<file path="src/rtl/md5_candidate_gen.sv">
// Odometer-order brute-force candidate generator feeding the MD5 pipeline core.
// Optional `CANDGEN_COUNT_EN builds the 64-bit emitted-candidate counter; otherwise count is tied to zero.
module md5_candidate_gen #(
   parameter int         MAX_LEN    = 8,
   parameter logic [7:0] CHAR_FIRST = 8'h61,
   parameter int         CHAR_COUNT = 26
) (
   input  logic         clk,
   input  logic         rst,
   input  logic         start,
   input  logic         halt,
   input  logic [5:0]   max_len,
   output logic [447:0] message,
   output logic [63:0]  length,
   output logic         valid,
   output logic         busy,
   output logic         done,
   output logic [63:0]  count
);
   // state  | meaning
   // S_IDLE | reset state, outputs zero
   // S_RUN  | emitting one candidate per un-halted cycle
   // S_DONE | enumeration exhausted, last candidate held
   localparam logic [1:0] S_IDLE = 2'd0;
   localparam logic [1:0] S_RUN  = 2'd1;
   localparam logic [1:0] S_DONE = 2'd2;

   localparam int            DW       = (CHAR_COUNT > 2) ? $clog2(CHAR_COUNT) : 1;
   localparam logic [DW-1:0] DIG_MAX  = DW'(CHAR_COUNT - 1);
   localparam logic [5:0]    MAX_LEN6 = 6'(MAX_LEN);

   logic [1:0]                  state;
   logic [MAX_LEN-1:0][DW-1:0]  dig;
   logic [MAX_LEN-1:0][DW-1:0]  dig_nxt;
   logic [5:0]                  n_cur;
   logic [5:0]                  n_nxt;
   logic [5:0]                  lim;
   logic [5:0]                  lim_in;
   logic [MAX_LEN-1:0]          at_max;
   logic [MAX_LEN-1:0]          in_len;
   logic [MAX_LEN-1:0]          carry;
   logic                        c_acc;
   logic                        wrap_all;
   logic                        last_cand;
   logic [447:0]                msg_nxt;

   assign lim_in = (max_len == 6'd0 || max_len > MAX_LEN6) ? MAX_LEN6 : max_len;

   // Carry into digit i is a flat AND of the at-max flags below it, never a ripple through adders.
   always_comb begin
      at_max = '0;
      in_len = '0;
      carry  = '0;
      c_acc  = 1'b1;
      for (int i = 0; i < MAX_LEN; i++) begin
         at_max[i] = (dig[i] == DIG_MAX);
         in_len[i] = (6'(i) < n_cur);
      end
      for (int i = 0; i < MAX_LEN; i++) begin
         c_acc = 1'b1;
         for (int j = 0; j < i; j++) c_acc = c_acc & at_max[j];
         carry[i] = c_acc;
      end
   end

   assign wrap_all  = &(at_max | ~in_len);
   assign last_cand = wrap_all && (n_cur >= lim);

   always_comb begin
      n_nxt   = n_cur;
      dig_nxt = dig;
      if (wrap_all) begin
         if (n_cur < lim) n_nxt = n_cur + 6'd1;
         dig_nxt = '0;
      end else begin
         for (int i = 0; i < MAX_LEN; i++) begin
            if (carry[i] && in_len[i]) dig_nxt[i] = at_max[i] ? '0 : dig[i] + DW'(1);
         end
      end
   end

   always_comb begin
      msg_nxt = '0;
      for (int i = 0; i < MAX_LEN; i++) begin
         msg_nxt[8*i +: 8] = (6'(i) < n_nxt) ? CHAR_FIRST + 8'(dig_nxt[i]) : 8'h00;
      end
   end

   always_ff @(posedge clk) begin
      if (rst) begin
         state   <= S_IDLE;
         dig     <= '0;
         n_cur   <= 6'd0;
         lim     <= 6'd0;
         message <= '0;
         length  <= '0;
         valid   <= 1'b0;
         busy    <= 1'b0;
         done    <= 1'b0;
      end else begin
         valid <= 1'b0;
         case (state)
            S_IDLE, S_DONE: begin
               if (start) begin
                  state   <= S_RUN;
                  lim     <= lim_in;
                  n_cur   <= 6'd1;
                  dig     <= '0;
                  message <= {440'd0, CHAR_FIRST};
                  length  <= 64'd8;
                  valid   <= 1'b1;
                  busy    <= 1'b1;
                  done    <= 1'b0;
               end
            end
            S_RUN: begin
               if (!halt) begin
                  if (last_cand) begin
                     state <= S_DONE;
                     busy  <= 1'b0;
                     done  <= 1'b1;
                  end else begin
                     dig     <= dig_nxt;
                     n_cur   <= n_nxt;
                     message <= msg_nxt;
                     length  <= {55'd0, n_nxt, 3'd0};
                     valid   <= 1'b1;
                  end
               end
            end
            default: state <= S_IDLE;
         endcase
      end
   end

`ifdef CANDGEN_COUNT_EN
   always_ff @(posedge clk) begin
      if (rst) begin
         count <= '0;
      end else if ((state == S_IDLE || state == S_DONE) && start) begin
         count <= '0;
      end else if (valid) begin
         count <= count + 64'd1;
      end
   end
`else
   assign count = '0;
`endif

endmodule

</file>
<file path="config.mk">
export PLATFORM = sky130hd
export DESIGN_NAME = md5_candidate_gen
export DESIGN_NICKNAME = d
export VERILOG_FILES = /design/src/rtl/md5_candidate_gen.sv
export SDC_FILE = /design/constraint.sdc
export NUM_CORES = 1
export LEC_CHECK = 0
export CAP_MARGIN = 10
export CORE_AREA = 3 3 230 232
export CTS_BUF_LIST = sky130_fd_sc_hd__clkbuf_2
export DETAILED_ROUTE_END_ITERATION = 8
export DIE_AREA = 0 0 233 235
export SYNTH_ARGS = -nofsm -noshare
export SYNTH_HDL_FRONTEND = slang
export SYNTH_SLANG_ARGS = --single-unit
</file>
<file path="constraint.sdc">
create_clock -name clk -period 9.4 [get_ports clk]
set_input_delay 1.88 -clock clk [delete_from_list [all_inputs] [get_ports clk]]
set_output_delay 1.88 -clock clk [all_outputs]
set_load 0.02 [all_outputs]
</file>
; After elaboration in Yosys (flattened, before gate mapping)
; Cells that the tools add are included.
[op_classes]
addsub = 17
n_lt_le_gt_ge = 19
n_eq_ne = 14
n_mux = 60
n_bitwise = 8
reduce_logical = 18
[op_table]
columns = operator, count
row1 = two-way mux 448 bit, 3
row2 = one-hot mux 448 bit (2 select lines), 1
row3 = two-way mux 64 bit, 3
row4 = two-way mux 40 bit, 4
row5 = one-hot mux 64 bit (2 select lines), 1
row6 = two-way mux 5 bit, 16
row7 = one-hot mux 40 bit (2 select lines), 1
row8 = "adder 7 x 5 -> 8 bit, first input constant", 8
row9 = two-way mux 8 bit, 8
row10 = "< comparator 3 x 6 -> 1 bit, first input constant", 8
row11 = "adder 5 x 1 -> 5 bit, second input constant", 8
row12 = "== test 5 bit, second input constant", 8
row13 = two-way mux 6 bit, 6
row14 = "< comparator 1 x 6 -> 1 bit, first input constant", 4
row15 = "< comparator 2 x 6 -> 1 bit, first input constant", 4
row16 = one-hot mux 6 bit (2 select lines), 1
row17 = two-way mux 1 bit, 9
row18 = logical AND 1 bit, 8
row19 = "inequality test 2 bit, second input constant", 4
row20 = inverter 8 bit, 1
row21 = bitwise OR 8 bit, 1
row22 = AND reduction 4 bit, 2
row23 = AND reduction 8 bit, 1
row24 = "adder 6 x 1 -> 6 bit, second input constant", 1
row25 = other kinds (16), 25
[word_totals]
ff_bits = 569
inputBits = 10
out_inout_bits = 579
word_cells = 152

; Logic depth before layout (Yosys ltp)
[logic_depth]
depth_word = 15
ltp_mapped = 17
ltp_nobuf = 12

; Worst setup path after synthesis
; Ideal clock, no wire load.
[synth_path]
path_type = register to register
startpoint = register, netlist name length[4]
endpoint = register message[52]
setup_ps = 119
t_arrival_ps = 3397
required_ps = 9281
setup_slack_ps = 5884
stages_incl_launch_ff = 17
path_buffers = 4
period_less_slack_ps = 3516
path_cell_list = dfxtp_1 clkbuf_1 inv_1 ha_1 nand2b_1 nor2_1 nor4_1 buf_2 nand2_1 buf_2 clkbuf_1 and2_1 ha_1 inv_1 a2111oi_1 xor2_1 o221a_2
[synth_lines]
columns = item, line_no
row1 = end signal: assignment, 109  ; message <= {440'd0, CHAR_FIRST};
row2 = end signal: assignment, 125  ; message <= msg_nxt;
row3 = end: declaration, 13  ; output logic [447:0] message,

; Worst setup path after layout
[layout_path]
startpoint = register dig[0] (netlist bit)
endpoint = register message[36]
[layout_via]
elab_chain_len = 12
elab_cells_between_ends = 19
cone_classes = 1 x add/sub / 1 x order compare / 2 x eq/ne / 7 x mux / 4 x bitwise / 4 x reduce/logical
[layout_rtl]
columns = item, line_no
row1 = start: declaration, 33  ; logic [MAX_LEN-1:0][DW-1:0] dig;
row2 = start signal: assignment, 123  ; dig <= dig_nxt;
row3 = == test 5 bit (*), 56  ; at_max[i] = (dig[i] == DIG_MAX);
row4 = AND 1 bit (3 in series), 61  ; for (int j = 0; j < i; j++) c_acc = c_acc & at_max[j];
row5 = logical AND 1 bit, 77  ; if (carry[i] && in_len[i]) dig_nxt[i] = at_max[i] ? '0 : dig[i] + DW'(1);
row6 = two-way mux 5 bit, 77
row7 = two-way mux 40 bit, 72  ; if (wrap_all) begin
row8 = adder 7 x 5 -> 8 bit, 85  ; msg_nxt[8*i +: 8] = (6'(i) < n_nxt) ? CHAR_FIRST + 8'(dig_nxt[i]) : 8'h00;
row9 = two-way mux 8 bit, 85
row10 = two-way mux 448 bit, 118  ; if (last_cand) begin
row11 = two-way mux 448 bit, 117  ; if (!halt) begin
row12 = one-hot mux 448 bit (2 select lines), 102  ; case (state)
; Mark *: on every way between the ends. The rest lies on a longest branch, timed or not. The select of a mux whose other input is x is not followed.
; A chain may end at the register's enable or synchronous reset.

==> results.json <==
{
  "status": "finished, final reports clean",
  "drive_gt1_share_pct": 4.93,
  "crit_family": "compound AO/OA/AOI/OAI gates",
  "syn_to_final_growth_pct": -1.23,
  "regArea_um2": 2420,
  "yosysSeqAreaShare_pct": 22.0,
  "multi_input_area_um2": 6330,
  "cp-end-kind": "register",
  "synthFlopType": "dfxtp_1",
  "wirelength_um": 28200,
  "p_clk_share_pct": 31.5,
  "dieArea_um2": 54800,
  "max_stage_delay_ps": 1010,
  "maxSlewHeadroom_pct": 25.4,
  "fillers": 5743,
  "first_global_vias": 6776,
  "fin_crit_ps": 4490,
  "nets": 1512,
  "cts_tree": "done",
  "crit_type": "register to register",
  "max-cap-violations": 0,
  "internal_power_uw": 695,
  "numClockSinks": 121,
  "globalRouteOverflowTotal": 0,
  "setup_viol": 0,
  "portBuffers": 82,
  "rows": 83,
  "crit_buf_inv": 0,
  "via_per_inst": 3.79,
  "finalClockSkew_ps": 47.6,
  "synthTopCellsByArea": "buf_4, dfxtp_1, ha_1, nand2_1, a21oi_1",
  "clock-root-buffer": "clkbuf_2",
  "postCtsSetupBuffers": 0,
  "tns_ps": 0,
  "crit_chain": "ha_1 -> and4b_1 -> and4_1 -> o221ai_2 -> o21ai_1 -> a22oi_4 -> a2bb2oi_1 -> o21ai_0",
  "core_area_um2": 51200,
  "die_x_um": 233,
  "finalHoldViolations": 0,
  "ant_nets": 0,
  "drt_pass1_iterations": 7,
  "vias": 8203,
  "p_sw_uw": 488,
  "power_frac_seq_pct": 44.2,
  "synth_edf_count": 0,
  "ios": 589,
  "cts_hold_buf": 0,
  "antenna_found_initial": 2,
  "grt_max_degree": 54,
  "cp.arrival_ps": 5090,
  "required_ps": 10000,
  "start_util_pct": 21.5,
  "cts_resized": 0,
  "wire_per_inst_um": 13.1,
  "place_area_um2": 10600,
  "fin_area_um2": 10900,
  "instances_no_fill": 2163,
  "crit_path_max_fanout": 19,
  "dpl.cell_count": 2130,
  "drt_iter0_drc": 634,
  "drcViolationCount": 0,
  "crit_path_top_delay_cell": "o21ai_1",
  "ys_ff_latch": 121,
  "synth.avg_cell_area_um2": 7.77,
  "gp_congestion": 0.859,
  "clock_latency_ps": 750,
  "fin_util_pct": 21.2,
  "rsz0062_at_grt": "false",
  "synth.most_common_cell": "buf_4",
  "groute.usage.overall_pct": 9.50,
  "cts.clk_slew.worst_paths_ps": 210,
  "p_per_area_nw_per_um2": 109,
  "holdWs_ps": 468,
  "whs_path_depth": 2,
  "yosysWarnings": 0,
  "finalCritPeriodShare_pct": 47.7,
  "min_path_type": "register to register",
  "synthTopCellsByCount": "buf_4, dfxtp_1, nand2_1, a21oi_1, nor2_1",
  "yosysTopAreaCell": "buf_4",
  "clockBufferDepth": 2,
  "worst_slew_pin_slew_ps": 1110,
  "p_leak_nw": 4.43,
  "ir_drop_uv": 45.6,
  "dp_hpwl_um": 22000,
  "async_reset_ff_share_pct": 0,
  "synthesis.area_um2": 11000,
  "comb_power_share_pct": 24.3,
  "r2r_cells": 8,
  "fmax_ghz": 0.223,
  "cp_num_cells": 8,
  "swShare_pct": 41.2,
  "die_y_um": 235,
  "yosys.area.top_type_share_pct": 34.7,
  "netlist_instances": 1417,
  "setup.worst_path.start_class": "register",
  "grt_pass1_wl_um": 41200,
  "cts_buffers": 17,
  "ctsHtreeMaxLevel": 4,
  "drv_slew": 0,
  "ys_types": 78
}
-- state kept, by name (all words and copies together), names as in the netlist --
signal	flops
message	64
dig	40
length	6
lim	6
state	2
busy	1
done	1
valid	1
-- final timing paths --
check | from | endpoint | slack (ps)
max | dig[0]$_SDFFE_PP0P_ | message[36]$_SDFFE_PP0P_ | 4910
min | lim[5]$_SDFFE_PP0P_ | lim[5]$_SDFFE_PP0P_ | 470
max reg2reg | dig[0]$_SDFFE_PP0P_ | message[36]$_SDFFE_PP0P_ | 4910
min reg2reg | lim[5]$_SDFFE_PP0P_ | lim[5]$_SDFFE_PP0P_ | 470
-- tightest hold or removal path, delay by kind of cell, from the launching register on --
family | cells | cell delay, ps
buf+inv | 1 | 60
flops | 1 | 340
simple gates | 1 | 50
-- metal layers --
metal / up-vias / part of all wire [%] / track usage, %
li1: 3957 / - / -
met2: 425 / 50 / 16.2
met1: 3790 / 41 / 11.8
met4: 2 / 1.2 / 2.43
met3: 29 / 8.5 / 2.40
met5: - / 0.071 / 0
-- area by class of cell --
type	count	share of cell area [%]
Multi-Input combinational cell	1208	58.2
Sequential cell	121	22.3
Timing Repair Buffer	94	8.33
Tap cell	680	7.82
Clock inverter	15	1.61
Inverter	27	0.932
Clock buffer	17	0.782
Antenna cell	1	0.0230
-- layout by cell type, fill, tap and decap left out, types with 18 or more instances in the layout --
master,n
a21oi_1,73
clkdlybuf4s50_1,81
conb_1,506
dfxtp_1,121
ha_1,33
inv_1,27
nand2_1,108
nand3_1,61
nor2_1,68
nor3_1,18
o21ai_0,59
xnor2_1,24
-- power groups by stage --
stage               Clock (mW)  Combinational, mW  Sequential, mW
finish                   0.373              0.287           0.523
global route             0.407              0.307           0.524
CTS                      0.385              0.281           0.523
detailed placement           0              0.281           0.533
global placement             0              0.281           0.533
floorplan                    0              0.399           0.535
-- kinds of logic after synthesis --
group / synth area share, %
muxes: 1.32
other: 0.0341
and+or+nand+nor: 17.5
buffers and inverters: 38.0
DFF: 22.0
xor gates and xnor gates: 2.62
AOI/OAI and AO/OA: 14.8
adders and majority gates: 3.75
-- through the flow --
| stage | power, mW | setup slack, ps |
|---|---|---|
| 6_report | 1.18 | 4910 |
| 5_1_grt | 1.24 | 4560 |
| 4_1_cts | 1.19 | 4910 |
| 3_5_place_dp | 0.814 | 4780 |
| 3_3_place_gp | 0.814 | 4760 |
| 2_1_floorplan | 0.934 | 5880 |
(Power assumes the default switching activity.)
